==> src/rtl/i2s_frame_buffer_if.sv <==
// I2S frame buffer bus: producer handshake, pop control and
// serializer-facing outputs bundled for the frame buffer.
interface i2s_frame_buffer_if #(
    parameter int WIDTH    = 16,
    parameter int CHANNELS = 2,
    parameter int DEPTH    = 8
);
    localparam int FW = WIDTH * CHANNELS;
    localparam int LW = $clog2(DEPTH + 1);

    logic          in_valid;
    logic          in_ready;
    logic [FW-1:0] in_frame;
    logic          enable;
    logic          flush;
    logic [FW-1:0] out_frame;
    logic          out_valid;
    logic [LW-1:0] level;
    logic [15:0]   underrun_count;

    modport master (
        output in_valid,
        output in_frame,
        output enable,
        output flush,
        input  in_ready,
        input  out_frame,
        input  out_valid,
        input  level,
        input  underrun_count
    );

    modport slave (
        input  in_valid,
        input  in_frame,
        input  enable,
        input  flush,
        output in_ready,
        output out_frame,
        output out_valid,
        output level,
        output underrun_count
    );
endinterface

==> src/rtl/i2s_frame_buffer.sv <==
// Frame FIFO between an audio producer and an I2S/TDM serializer;
// pops one frame per frame_clk edge and counts underruns.
module i2s_frame_buffer #(
    parameter int WIDTH         = 16,
    parameter int CHANNELS      = 2,
    parameter int DEPTH         = 8,
    parameter int UNDERRUN_MODE = 0,
    parameter int LSB_FIRST     = 0
) (
    input  logic                 frame_clk,
    input  logic                 reset,
    i2s_frame_buffer_if.slave    bus
);
    localparam int FW = WIDTH * CHANNELS;
    localparam int AW = $clog2(DEPTH);
    localparam int LW = $clog2(DEPTH + 1);

    logic [FW-1:0] mem [DEPTH];
    logic [AW-1:0] head;
    logic [AW-1:0] tail;
    logic [LW-1:0] level_q;
    logic [FW-1:0] out_q;
    logic          out_valid_q;
    logic [15:0]   urun_q;
    logic [FW-1:0] head_frame;
    logic [FW-1:0] head_ordered;
    logic          full;
    logic          push;
    logic          pop;
    logic          underrun;

    assign full     = (level_q == LW'(DEPTH));
    assign push     = bus.in_valid && !full && !bus.flush;
    assign pop      = bus.enable && !bus.flush
                      && (level_q != '0);
    assign underrun = bus.enable && !bus.flush
                      && (level_q == '0);

    assign head_frame = mem[head];

    // Bit reversal is per sample; channel slots keep their place.
    generate
        if (LSB_FIRST != 0) begin : g_rev
            for (genvar c = 0; c < CHANNELS; c++) begin : g_ch
                for (genvar b = 0; b < WIDTH; b++) begin : g_bit
                    assign head_ordered[c*WIDTH + b] =
                        head_frame[c*WIDTH + WIDTH - 1 - b];
                end
            end
        end else begin : g_fwd
            assign head_ordered = head_frame;
        end
    endgenerate

    always_ff @(posedge frame_clk) begin
        if (push) begin
            mem[tail] <= bus.in_frame;
        end
    end

    always_ff @(posedge frame_clk or posedge reset) begin
        if (reset) begin
            head        <= '0;
            tail        <= '0;
            level_q     <= '0;
            out_q       <= '0;
            out_valid_q <= 1'b0;
            urun_q      <= '0;
        end else if (bus.flush) begin
            head        <= '0;
            tail        <= '0;
            level_q     <= '0;
            out_valid_q <= 1'b0;
        end else begin
            out_valid_q <= pop;
            if (push) begin
                tail <= tail + AW'(1);
            end
            if (pop) begin
                head  <= head + AW'(1);
                out_q <= head_ordered;
            end
            if (underrun) begin
                if (UNDERRUN_MODE == 0) begin
                    out_q <= '0;
                end
                if (urun_q != 16'hFFFF) begin
                    urun_q <= urun_q + 16'd1;
                end
            end
            unique case ({push, pop})
                2'b10:   level_q <= level_q + LW'(1);
                2'b01:   level_q <= level_q - LW'(1);
                default: level_q <= level_q;
            endcase
        end
    end

    assign bus.in_ready       = !full;
    assign bus.out_frame      = out_q;
    assign bus.out_valid      = out_valid_q;
    assign bus.level          = level_q;
    assign bus.underrun_count = urun_q;
endmodule

==> src/flat_wrapper.sv <==
// flat-port wrapper written by rule: the top's interface ports become plain ports
module i2s_frame_buffer_flat 
#(
    parameter int WIDTH         = 16,
    parameter int CHANNELS      = 2,
    parameter int DEPTH         = 8,
    parameter int UNDERRUN_MODE = 0,
    parameter int LSB_FIRST     = 0
)
  (frame_clk, reset, bus_in_valid, bus_in_frame, bus_enable, bus_flush, bus_in_ready, bus_out_frame, bus_out_valid, bus_level, bus_underrun_count);
  i2s_frame_buffer_if #(.WIDTH(WIDTH), .CHANNELS(CHANNELS), .DEPTH(DEPTH)) bus_i ();
  input  logic frame_clk;
  input  logic reset;
  input wire logic [$bits(bus_i.in_valid)-1:0] bus_in_valid;
  input wire logic [$bits(bus_i.in_frame)-1:0] bus_in_frame;
  input wire logic [$bits(bus_i.enable)-1:0] bus_enable;
  input wire logic [$bits(bus_i.flush)-1:0] bus_flush;
  output wire logic [$bits(bus_i.in_ready)-1:0] bus_in_ready;
  output wire logic [$bits(bus_i.out_frame)-1:0] bus_out_frame;
  output wire logic [$bits(bus_i.out_valid)-1:0] bus_out_valid;
  output wire logic [$bits(bus_i.level)-1:0] bus_level;
  output wire logic [$bits(bus_i.underrun_count)-1:0] bus_underrun_count;
  assign bus_i.in_valid = bus_in_valid;
  assign bus_i.in_frame = bus_in_frame;
  assign bus_i.enable = bus_enable;
  assign bus_i.flush = bus_flush;
  assign bus_in_ready = bus_i.in_ready;
  assign bus_out_frame = bus_i.out_frame;
  assign bus_out_valid = bus_i.out_valid;
  assign bus_level = bus_i.level;
  assign bus_underrun_count = bus_i.underrun_count;
  i2s_frame_buffer #(.WIDTH(WIDTH), .CHANNELS(CHANNELS), .DEPTH(DEPTH), .UNDERRUN_MODE(UNDERRUN_MODE), .LSB_FIRST(LSB_FIRST)) u_core (.frame_clk(frame_clk), .reset(reset), .bus(bus_i));
endmodule
==> config.mk <==
export PLATFORM = sky130hd
export DESIGN_NAME = i2s_frame_buffer_flat
export DESIGN_NICKNAME = d
export VERILOG_FILES = /design/src/rtl/i2s_frame_buffer_if.sv /design/src/rtl/i2s_frame_buffer.sv /design/src/flat_wrapper.sv
export SDC_FILE = /design/constraint.sdc
export NUM_CORES = 1
export LEC_CHECK = 0
export ABC_AREA = 1
export BUFFER_PORTS_ARGS = -buffer_cell sky130_fd_sc_hd__clkbuf_2
export CORE_ASPECT_RATIO = 0.9
export CORE_MARGIN = 2
export CORE_UTILIZATION = 60
export CTS_CLUSTER_DIAMETER = 40
export CTS_CLUSTER_SIZE = 25
export DETAILED_ROUTE_END_ITERATION = 10
export GPL_ROUTABILITY_DRIVEN = 0
export GPL_TIMING_DRIVEN = 0
export PLACE_DENSITY = 0.87
export SETUP_SLACK_MARGIN = 0.2
export SYNTH_ARGS = -nofsm -noshare
export SYNTH_HDL_FRONTEND = slang
export SYNTH_SLANG_ARGS = --single-unit
export TNS_END_PERCENT = 20
==> constraint.sdc <==
create_clock -name frame_clk -period 8.03 [get_ports frame_clk]
set_input_delay 1.2045 -clock frame_clk [delete_from_list [all_inputs] [get_ports frame_clk]]
set_output_delay 1.2045 -clock frame_clk [all_outputs]
set_load 0.02 [all_outputs]
==> impl_metrics.tcl <==
set metrics [dict create \
    clockPowerShare_pct 31.1 \
    die-area_sq_mm 0.0219 \
    rows 50 \
    synth.area.mux_share_pct 4.01 \
    min_period_ps 2780 \
    status "completed" \
    post_cts_resized 0 \
    sw_frac_of_total_pct 34.3 \
    hold-path-endpoint "u_core.bus.out_frame[14]$_DFFE_PP0P_" \
    hold_class "flip-flop to flip-flop" \
    vdd_ir_drop_max_v 0.000246 \
    synth_seq_cells 315 \
    synth_compound_area_share_pct 8.78 \
    yosys_warnings 0 \
    drive_above_1_share_pct 18.8 \
    antenna_found_initial 1 \
    r2r_cells 7 \
    slew_violations 0 \
    cp.depth 3 \
    fin_crit_sh_pct 34.6 \
    gr-total-overflow 0 \
    slowest_stage "dfrtp_1" \
    worstSetupStartpointType "flip-flop" \
    p_leak_uw 0.00532 \
    numCtsBuffers 30 \
    synth_area_sq_mm 0.0125 \
    drt-vias-per-instance 6.50 \
    setup_ws_ps 5250 \
    die_h_microns 141 \
    path_clk_slew_ps 60 \
    first_pass_iters 5 \
    power.density_mw_per_mm2 318 \
    synthSimpleGateAreaFrac_pct 9.36 \
    hold_path_depth 2 \
    die_x_microns 156 \
    syn_to_final_growth_pct 16.8 \
    grt_max_degree 33 \
    timing.rr.start "u_core.bus.level[0]$_DFFE_PP0P_" \
    grt_pass1_wl_microns 48300 \
    hold_buffers 0 \
    vias 8645 \
    tightest_slew_ps 831 \
    nNetsFinal 1087 \
    htree_levels 1 \
    wl_per_cell_microns 24.1 \
    critPathRequiredTime_ps 6830 \
    clockBufferDepth 3 \
    antenna_left 0 \
    clock_sinks 315 \
    timing.rr.end "u_core.mem[4][12]$_DFFE_PP_" \
    synth_fa_ha_area_share_pct 0.502 \
    cts_tree "built" \
    slew_headroom_pct 44.5 \
    cp-end-kind "output pin" \
    nFillCells 1227 \
    routed_wl_microns 32000 \
    rsz0062_at_grt "false" \
    ios 91 \
    crit_fanout 6 \
    worst-path-buf-inv 1 \
    drc 0 \
    fmax_mhz 360 \
    finClkSkew_ps 37.6 \
    worstPathArrival_ps 1580 \
    synth_xor_area_share_pct 0.984 \
    power.switching_uw 1590 \
    synth_top_family_by_area "simple AND/OR/NAND/NOR gates" \
    synth_cell_types 34 \
    root_buffer "clkbuf_16" \
    initial_core_util_pct 60.6 \
    drt_iter0_drc 1256 \
    ff2ff_setup_slack_ps 5460 \
    hp-start "u_core.bus.out_frame[14]$_DFFE_PP0P_" \
    avgSynthCellArea_sq_um 13.6 \
    yosysSeqAreaShare_pct 73.5 \
    grt_usage_pct 29.3 \
    synth_nets 956 \
    cp_cell_sequence "nor2_2, nand2_2, clkbuf_2" \
    startpoint "u_core.bus.level[0]$_DFFE_PP0P_" \
    critPathTopFamily "flip-flops" \
    clock_latency_ps 590 \
    grt_pass1_vias 8502 \
    internal-power_uw 3040 \
    dpl.hpwl_microns 19000 \
    finalSetupViolCount 0 \
    cts_setup_buffers 0 \
    slowest_delay_ps 450 \
    netlist_instances 914 \
    dpl_worst_slack_ps 4890 \
    tns_ps 0 \
    p_seq_share_pct 43.6 \
    io_buffers 90 \
    hold_violations 0 \
    crit_type "flip-flop to output pin" \
    maxCapViolations 0 \
    coreArea_sq_mm 0.0206 \
    p_comb_share_pct 25.3 \
]
[cells in the final DEF (no fill, tap or decap), types with 18 or more instances in the layout]
master	n
edfxtp_1	256
clkbuf_1	28
clkbuf_2	90
mux2i_1	50
nand2_1	99
nand3_1	26
inv_1	21
o21ai_1	18
o221ai_1	36
o21ai_0	87
nor2_1	122
clkbuf_16	30
dfrtp_1	59
[logic make-up (layout without fill, tap and decap cells)]
kind of cell,count (synthesis),count (layout)
buffers and inverters,76,231
muxes,50,50
xor gates and xnor gates,14,14
DFF,315,315
and+or+nand+nor,280,280
AOI/OAI and AO/OA,174,174
other,0,1
adders and majority gates,5,5
[final cells by class]
class | count | area [sq um] | area share, %
diodes | 1 | 2.50 | 0.0172
plain buffers | 50 | 256 | 1.76
clock buffers | 32 | 768 | 5.28
clock inverters | 24 | 260 | 1.79
inverters | 26 | 97.6 | 0.670
multi-input cells | 523 | 3010 | 20.7
flip-flops and latches | 315 | 9160 | 62.9
well taps | 260 | 325 | 2.23
repair buffers | 99 | 676 | 4.64
[through the flow]
step                utilization [%]  std cells  power, uW  cell area (sq um)  hold slack, ps
CTS                            70.7       1329       4600              14600             487
finish                         70.7       1330       4620              14600             482
global route                   70.7       1329       4770              14600             500
detailed placement             65.7       1273       3180              13500             470
floorplan                         -        914       2760              12500             550
global placement               64.3       1264       3110              13200             464
[power groups by stage]
stage	clock network, uW	registers [uW]	logic, uW
floorplan	0	2150	606
global placement	0	2040	1080
detailed placement	0	2040	1130
CTS	1440	2010	1150
global route	1500	2030	1250
finish	1440	2020	1170
[worst register-to-register path: cells and delay by family, from the launching register on]
kind                   cells  cell delay [ps]
AND/OR/NAND/NOR            6             1580
buffers and inverters      1              250
flip-flops                 1              450
[synthesized netlist by cell type]
cell      count  area (sq um)
a21oi_1       2          10.0
a21oi_4       1          16.3
a22o_1        1          8.76
and2_1        1          6.26
buf_1         1          3.75
buf_2        10          50.1
buf_4         9          67.6
buf_6         3          33.8
clkbuf_1     27           101
dfrtp_1      59          1480
edfxtp_1    256          7690
ha_1          5          62.6
inv_1        22          82.6
inv_2         4          15.0
mux2i_1      50           500
nand2_1      99           372
nand2_2       4          25.0
nand2_4       2          22.5
nand3_1      26           130
nand3_2       1          10.0
nand3b_1      3          22.5
nand4_1       5          31.3
nor2_1      130           488
nor2_2        4          25.0
nor3_1        3          15.0
nor3_2        2          20.0
o21ai_0      87           435
o21ai_1      18          90.1
o21ai_2       1          8.76
o221ai_1     36           315
o22ai_1      14          87.6
o32ai_1      14           123
xnor2_1       2          17.5
xor2_1       12           105
[registers in the layout, summed over array words and instances, names as in the netlist]
name,count
u_core.bus.level,4
u_core.bus.out_frame,32
u_core.bus.out_valid,1
u_core.bus.underrun_count,16
u_core.head,3
u_core.mem,256
u_core.tail,3
[worst max-delay path by stage]
stage	end	slack, ps
finish	bus_in_ready	5250
global placement	u_core.mem[0][23]$_DFFE_PP_	3190
global route	bus_in_ready	5170
floorplan	u_core.mem[0][0]$_DFFE_PP_	4700
CTS	bus_in_ready	5240
detailed placement	u_core.mem[4][26]$_DFFE_PP_	4890
[layer usage]
metal	global-route usage, %	wire (microns)	vias to the layer above
met5	0	0	-
met4	12.7	1050	0
met3	5.66	3920	112
met2	46.7	15200	759
met1	40.1	11900	4138
li1	-	-	3636
Power figures use the tool's default switching activity.
